### config.mk
export PLATFORM = sky130hd
export DESIGN_NAME = unit_conv_seq
export DESIGN_NICKNAME = d
export VERILOG_FILES = /design/src/rtl/unit_conv_seq.sv
export SDC_FILE = /design/constraint.sdc
export NUM_CORES = 2
export LEC_CHECK = 0
export CAP_MARGIN = 20
export CORE_UTILIZATION = 60
export CTS_BUF_LIST = sky130_fd_sc_hd__clkbuf_16
export CTS_CLUSTER_SIZE = 8
export DETAILED_ROUTE_END_ITERATION = 7
export PLACE_DENSITY = 0.77
export SYNTH_ARGS = -nofsm -noshare
export SYNTH_HDL_FRONTEND = slang
export SYNTH_SLANG_ARGS = --single-unit
### constraint.sdc
create_clock -name clk -period 12.55 [get_ports clk]
set_input_delay 2.51 -clock clk [delete_from_list [all_inputs] [get_ports clk]]
set_output_delay 2.51 -clock clk [all_outputs]
set_load 0.02 [all_outputs]
### src/rtl/unit_conv_seq.sv
`default_nettype none
// ============================================================================
//  Module      : unit_conv_seq
//  Description : KxK sliding-window convolution over a raster-scanned IFM
//                channel using one time-multiplexed signed fixed-point MAC.
//  Revision    : 1.0
// ============================================================================
module unit_conv_seq #(
    parameter int DATA_WIDTH        = 16,
    parameter int FRAC_BITS         = 8,
    parameter int IFM_SIZE          = 5,
    parameter int KERNAL_SIZE       = 3,
    parameter int NUMBER_OF_FILTERS = 4,
    parameter int ACC_WIDTH         = 2*DATA_WIDTH + $clog2(KERNAL_SIZE*KERNAL_SIZE) + 1,
    parameter int ADDRESS_SIZE_WM   = $clog2(KERNAL_SIZE*KERNAL_SIZE*NUMBER_OF_FILTERS)
) (
    input  logic                       clk,
    input  logic                       reset,
    input  logic                       wm_enable_write,
    input  logic [ADDRESS_SIZE_WM-1:0] wm_address,
    input  logic [DATA_WIDTH-1:0]      riscv_data,
    input  logic [((NUMBER_OF_FILTERS > 1) ? $clog2(NUMBER_OF_FILTERS) : 1)-1:0] filter_sel,
    input  logic                       start,
    input  logic                       ifm_valid,
    output logic                       ifm_ready,
    input  logic [DATA_WIDTH-1:0]      unit_data_in,
    output logic                       ofm_valid,
    input  logic                       ofm_ready,
    output logic [DATA_WIDTH-1:0]      unit_data_out,
    output logic                       busy,
    output logic                       done
);

    localparam int c_FSEL_W     = (NUMBER_OF_FILTERS > 1) ? $clog2(NUMBER_OF_FILTERS) : 1;
    localparam int c_KK         = KERNAL_SIZE * KERNAL_SIZE;
    localparam int c_WM_DEPTH   = c_KK * NUMBER_OF_FILTERS;
    localparam int c_LB_DEPTH   = (KERNAL_SIZE - 1) * IFM_SIZE + KERNAL_SIZE;
    localparam int c_POS_W      = (IFM_SIZE > 1) ? $clog2(IFM_SIZE) + 1 : 1;
    localparam int c_STEP_W     = $clog2(c_KK + 1);
    localparam int c_TAP_W      = (c_KK > 1) ? $clog2(c_KK) : 1;
    localparam int c_PROD_W     = 2 * DATA_WIDTH;
    localparam int c_WM_LIMIT_W = ADDRESS_SIZE_WM + 1;

    localparam logic [c_POS_W-1:0]      c_LAST_POS  = c_POS_W'(IFM_SIZE - 1);
    localparam logic [c_POS_W-1:0]      c_TRIG_POS  = c_POS_W'(KERNAL_SIZE - 1);
    localparam logic [c_STEP_W-1:0]     c_LAST_STEP = c_STEP_W'(c_KK);
    localparam logic [c_WM_LIMIT_W-1:0] c_WM_LIMIT  = c_WM_LIMIT_W'(c_WM_DEPTH);
    localparam logic signed [ACC_WIDTH-1:0] c_SAT_MAX =
        {{(ACC_WIDTH-DATA_WIDTH+1){1'b0}}, {(DATA_WIDTH-1){1'b1}}};
    localparam logic signed [ACC_WIDTH-1:0] c_SAT_MIN =
        {{(ACC_WIDTH-DATA_WIDTH+1){1'b1}}, {(DATA_WIDTH-1){1'b0}}};

    typedef enum logic [2:0] {
        S_IDLE = 3'd0,
        S_FILL = 3'd1,
        S_MAC  = 3'd2,
        S_OUT  = 3'd3,
        S_DONE = 3'd4
    } state_t;

    state_t                        r_state;
    state_t                        w_state_next;
    logic [c_POS_W-1:0]            r_row;
    logic [c_POS_W-1:0]            r_col;
    logic [c_STEP_W-1:0]           r_step;
    logic signed [ACC_WIDTH-1:0]   r_acc;
    logic [c_FSEL_W-1:0]           r_filter;
    logic                          r_last;

    logic [DATA_WIDTH-1:0]         r_wmem [c_WM_DEPTH];
    logic [DATA_WIDTH-1:0]         r_lb   [c_LB_DEPTH];
    logic [DATA_WIDTH-1:0]         w_window [c_KK];

    logic                          w_pix_fire;
    logic                          w_trigger;
    logic                          w_at_end;
    logic [c_TAP_W-1:0]            w_tap;
    logic [ADDRESS_SIZE_WM-1:0]    w_rd_addr;
    logic [DATA_WIDTH-1:0]         w_weight;
    logic [DATA_WIDTH-1:0]         w_pixel;
    logic signed [c_PROD_W-1:0]    w_prod;
    logic signed [ACC_WIDTH-1:0]   w_prod_ext;
    logic signed [ACC_WIDTH-1:0]   w_shift;
    logic [DATA_WIDTH-1:0]         w_sat;

    assign w_pix_fire = (r_state == S_FILL) && ifm_valid;
    assign w_trigger  = (r_row >= c_TRIG_POS) && (r_col >= c_TRIG_POS);
    assign w_at_end   = (r_row == c_LAST_POS) && (r_col == c_LAST_POS);

    // Newest pixel sits at r_lb[0]; tap (r,c) lies (K-1-r) rows and (K-1-c) pixels back.
    for (genvar gr = 0; gr < KERNAL_SIZE; gr++) begin : g_win_row
        for (genvar gc = 0; gc < KERNAL_SIZE; gc++) begin : g_win_col
            assign w_window[gr*KERNAL_SIZE + gc] =
                r_lb[(KERNAL_SIZE-1-gr)*IFM_SIZE + (KERNAL_SIZE-1-gc)];
        end
    end

    // Step 0 clears the accumulator, steps 1..K*K consume taps 0..K*K-1.
    assign w_tap      = c_TAP_W'(r_step - c_STEP_W'(1));
    assign w_rd_addr  = ADDRESS_SIZE_WM'(int'(r_filter) * c_KK + int'(w_tap));
    assign w_weight   = r_wmem[w_rd_addr];
    assign w_pixel    = w_window[w_tap];
    assign w_prod     = $signed(w_weight) * $signed(w_pixel);
    assign w_prod_ext = {{(ACC_WIDTH-c_PROD_W){w_prod[c_PROD_W-1]}}, w_prod};
    assign w_shift    = r_acc >>> FRAC_BITS;

    always_comb begin
        w_sat = w_shift[DATA_WIDTH-1:0];
        if (w_shift > c_SAT_MAX) begin
            w_sat = {1'b0, {(DATA_WIDTH-1){1'b1}}};
        end else if (w_shift < c_SAT_MIN) begin
            w_sat = {1'b1, {(DATA_WIDTH-1){1'b0}}};
        end
    end

    always_comb begin
        w_state_next = r_state;
        case (r_state)
            S_IDLE: if (start) w_state_next = S_FILL;
            S_FILL: if (w_pix_fire && w_trigger) w_state_next = S_MAC;
            S_MAC:  if (r_step == c_LAST_STEP) w_state_next = S_OUT;
            S_OUT:  if (ofm_ready) w_state_next = r_last ? S_DONE : S_FILL;
            S_DONE: w_state_next = S_IDLE;
            default: w_state_next = S_IDLE;
        endcase
    end

    always_ff @(posedge clk or posedge reset) begin
        if (reset) begin
            r_state  <= S_IDLE;
            r_row    <= '0;
            r_col    <= '0;
            r_step   <= '0;
            r_acc    <= '0;
            r_filter <= '0;
            r_last   <= 1'b0;
        end else begin
            r_state <= w_state_next;
            case (r_state)
                S_IDLE: begin
                    if (start) begin
                        r_filter <= filter_sel;
                        r_row    <= '0;
                        r_col    <= '0;
                    end
                end
                S_FILL: begin
                    if (w_pix_fire) begin
                        r_last <= w_at_end;
                        r_step <= '0;
                        if (r_col == c_LAST_POS) begin
                            r_col <= '0;
                            r_row <= r_row + c_POS_W'(1);
                        end else begin
                            r_col <= r_col + c_POS_W'(1);
                        end
                    end
                end
                S_MAC: begin
                    r_step <= r_step + c_STEP_W'(1);
                    if (r_step == '0) begin
                        r_acc <= '0;
                    end else begin
                        r_acc <= r_acc + w_prod_ext;
                    end
                end
                default: ;
            endcase
        end
    end

    // Weight store and line buffer keep their contents across reset.
    always_ff @(posedge clk) begin
        if ((r_state == S_IDLE) && wm_enable_write && ({1'b0, wm_address} < c_WM_LIMIT)) begin
            r_wmem[wm_address] <= riscv_data;
        end
    end

    always_ff @(posedge clk) begin
        if (w_pix_fire) begin
            r_lb[0] <= unit_data_in;
            for (int i = 1; i < c_LB_DEPTH; i++) begin
                r_lb[i] <= r_lb[i-1];
            end
        end
    end

    assign ifm_ready     = (r_state == S_FILL);
    assign ofm_valid     = (r_state == S_OUT);
    assign unit_data_out = (r_state == S_OUT) ? w_sat : '0;
    assign busy          = (r_state != S_IDLE);
    assign done          = (r_state == S_DONE);

endmodule
`default_nettype wire

==> impl_metrics.tcl <==
set metrics [dict create \
    worst_clock_skew_ns 0.0526 \
    routed_wl_um 101000 \
    cap_violations 0 \
    place_hpwl_um 64500 \
    numPlacedInstances 3750 \
    coreArea_sq_um 71900 \
    groute.layer.met2.usage 0.493 \
    io_buffer_count 65 \
    drc 0 \
    synth.yosys.seq_area_share 0.568 \
    area_of_the_die_sq_um 74100 \
    clk_transition_reported_paths_ns 0.05 \
    crit_path_end_kind "register" \
    cts_hold_buffers 0 \
    timing_worst_slew_pin_value_ns 1.17 \
    detail_route.vias_per_cell 6.22 \
    synth_edf_count 784 \
    floorplan.initialDensity 0.610 \
    floorplan.die.height_um 272 \
    synth-warning-count 0 \
    synth.largest_area_cell "edfxtp_1" \
    grt_most_used_layer "met2" \
    dr.first_iter.drc_count 2412 \
    cts-root-buf "clkbuf_16" \
    route.antenna.remaining_nets 0 \
    clock-sinks 839 \
    antenna_found_initial 0 \
    run_status "complete, no violations" \
    synth.cells.most_frequent "edfxtp_1, inv_1, fa_1" \
    largest_net_degree_at_the_start_of_global_routing 123 \
    clock_insertion_delay_worst_skew_ns 0.68 \
    met1_usage 0.374 \
    synth-main-ff-cell "edfxtp_1" \
    finalCriticalPeriod_ns 10.64 \
    vias 24400 \
    routabilityCongestion 0.900 \
    worst-endpoint-required_ns 13.05 \
    grt_pass1_wl_um 157000 \
    hold_vio_cnt_final 0 \
    clock_path_buffers 3 \
    syn_inst 2756 \
    die_w_um 272 \
    whs_ns 0.412 \
    final-setup-viol-count 0 \
    finalCritPeriodShare 0.847 \
    critical_path_peak_fanout 20 \
    ys_seq_elements 839 \
    grt_pass1_vias 26300 \
    rsz0062_at_grt "false" \
    pin_count 66 \
    post_cts.resized_instances 0 \
    synth_most_common_cell "edfxtp_1" \
    final.setup.tns_ns 0 \
    cts-htree-levels 3 \
    slew_limit_headroom 0.219 \
    drt_first_pass_iters 5 \
    post-synth-top-area-fraction 0.537 \
    synthesis.nets 3246 \
    final_max_slew_viol_count 0 \
    syn_avg_cell_area_sq_um 15.9 \
    fillers 4652 \
    start_kind "register" \
    mappedNetlistArea_sq_um 43800 \
    min_delay_path_class "reg -> reg" \
    gr-total-overflow 0 \
    n_antenna_cell 0 \
    avgRoutedWirePerCell_um 25.9 \
    critical-path-max-stage-delay_ns 0.84 \
    globalRouteMet3Util 0.0421 \
    final_nets 3414 \
    std_cell_rows 98 \
    max_freq_mhz 94.0 \
    path_class "reg -> reg" \
    critPathSlowestCell "fa_1" \
    flow.area_growth_from_synthesis_pct 12.5 \
    grt_util_all_layers 0.285 \
    share_of_cells_above_drive_strength_1 0.163 \
    async_reset_ff_frac 0.0656 \
    tritoncts.num_buffers 115 \
    ys_top_cells_by_area "edfxtp_1, fa_1, mux4_2, ha_1, dfrtp_1" \
    timing.critical_path.arrival_ns 11.14 \
    layout.cells.non_filler 3917 \
    synth_cell_types 69 \
    post_cts.repair.setup_buffers 0 \
    tritoncts_clock_tree "built" \
]
cell families (layout without fill, tap and decap cells):
kind of cell    count (synthesis)  after routing  synth area share
compound gates                201            201            0.0286
buf+inv                       465            676            0.0431
mux                           239            239             0.115
flops                         839            839             0.568
xor+xnor                       46             46           0.00953
simple gates                  522            522            0.0534
fa+ha+maj                     444            444             0.182
worst paths after layout:
kind	from	slack [ns]	cells after the start	end
min in group asynchronous	reset	2.43	3	r_acc[12]
min reg2reg	r_lb[1][17]	0.41	0	r_lb[1][33]
min	r_lb[1][17]	0.41	0	r_lb[1][33]
max	r_step[1]	1.91	33	r_acc[34]
max in group asynchronous	reset	9.52	3	r_step[0]
max reg2reg	r_step[1]	1.91	33	r_acc[34]
flip-flops by register name, summed over array words and instances (netlist names):
name / flops
r_wmem: 576
r_lb: 208
r_acc: 37
r_col: 4
r_row: 4
r_step: 4
r_state: 3
r_filter: 2
r_last: 1
through the flow:
step	setup slack, ns	area [sq um]	util
after floorplan	2.35	43800	-
after global placement	2.17	45900	0.638
after detailed placement	2.05	46000	0.640
after CTS	1.87	49200	0.685
after global routing	1.31	49300	0.686
final	1.91	49300	0.686
routing by layer:
layer | share of wire | wire (um)
met2 | 0.52 | 52700
met5 | 0 | 0
met1 | 0.38 | 38100
met3 | 0.073 | 7380
met4 | 0.031 | 3120
cell type report:
class	instances	area (sq um)	share of cell area
Sequential cell	839	24900	0.505
Multi-Input combinational cell	1452	17100	0.347
Clock buffer	118	2950	0.0599
Timing Repair Buffer	158	1530	0.0310
Inverter	358	1350	0.0274
Tap cell	950	1190	0.0241
Clock inverter	42	255	0.00518
cells in the final DEF, fill, tap and decap left out, types with 6 or more instances in the layout:
master	count
nand2_1	169
a21o_1	15
nand2b_1	28
o21ai_0	54
edfxtp_1	784
ha_1	121
xor2_1	22
o21ai_1	6
clkbuf_16	118
a211oi_1	6
clkdlybuf4s50_1	65
nor2_1	208
nand3b_1	7
xnor2_1	21
a22o_1	7
fa_1	319
nor2b_1	29
a31oi_1	20
nand4_1	8
or2_2	10
mux2_2	13
nor3_1	9
inv_1	388
mux2i_1	13
a21oi_1	56
dfrtp_1	54
buf_4	77
mux4_2	206
and2_1	7
nand3_1	21
critical path, delay by kind of cell, from the launching register on:
| family | cells | cell delay [ns] |
|---|---|---|
| fa+ha+maj | 11 | 4.91 |
| simple gates | 6 | 1.81 |
| compound gates | 6 | 1.48 |
| buf+inv | 7 | 0.77 |
| xor+xnor | 1 | 0.58 |
| mux | 2 | 0.46 |
| flops | 1 | 0.42 |
Power is left out: the tool's default activity adds up to more than one toggle a clock period on the data nets, which glitch-free logic cannot reach.
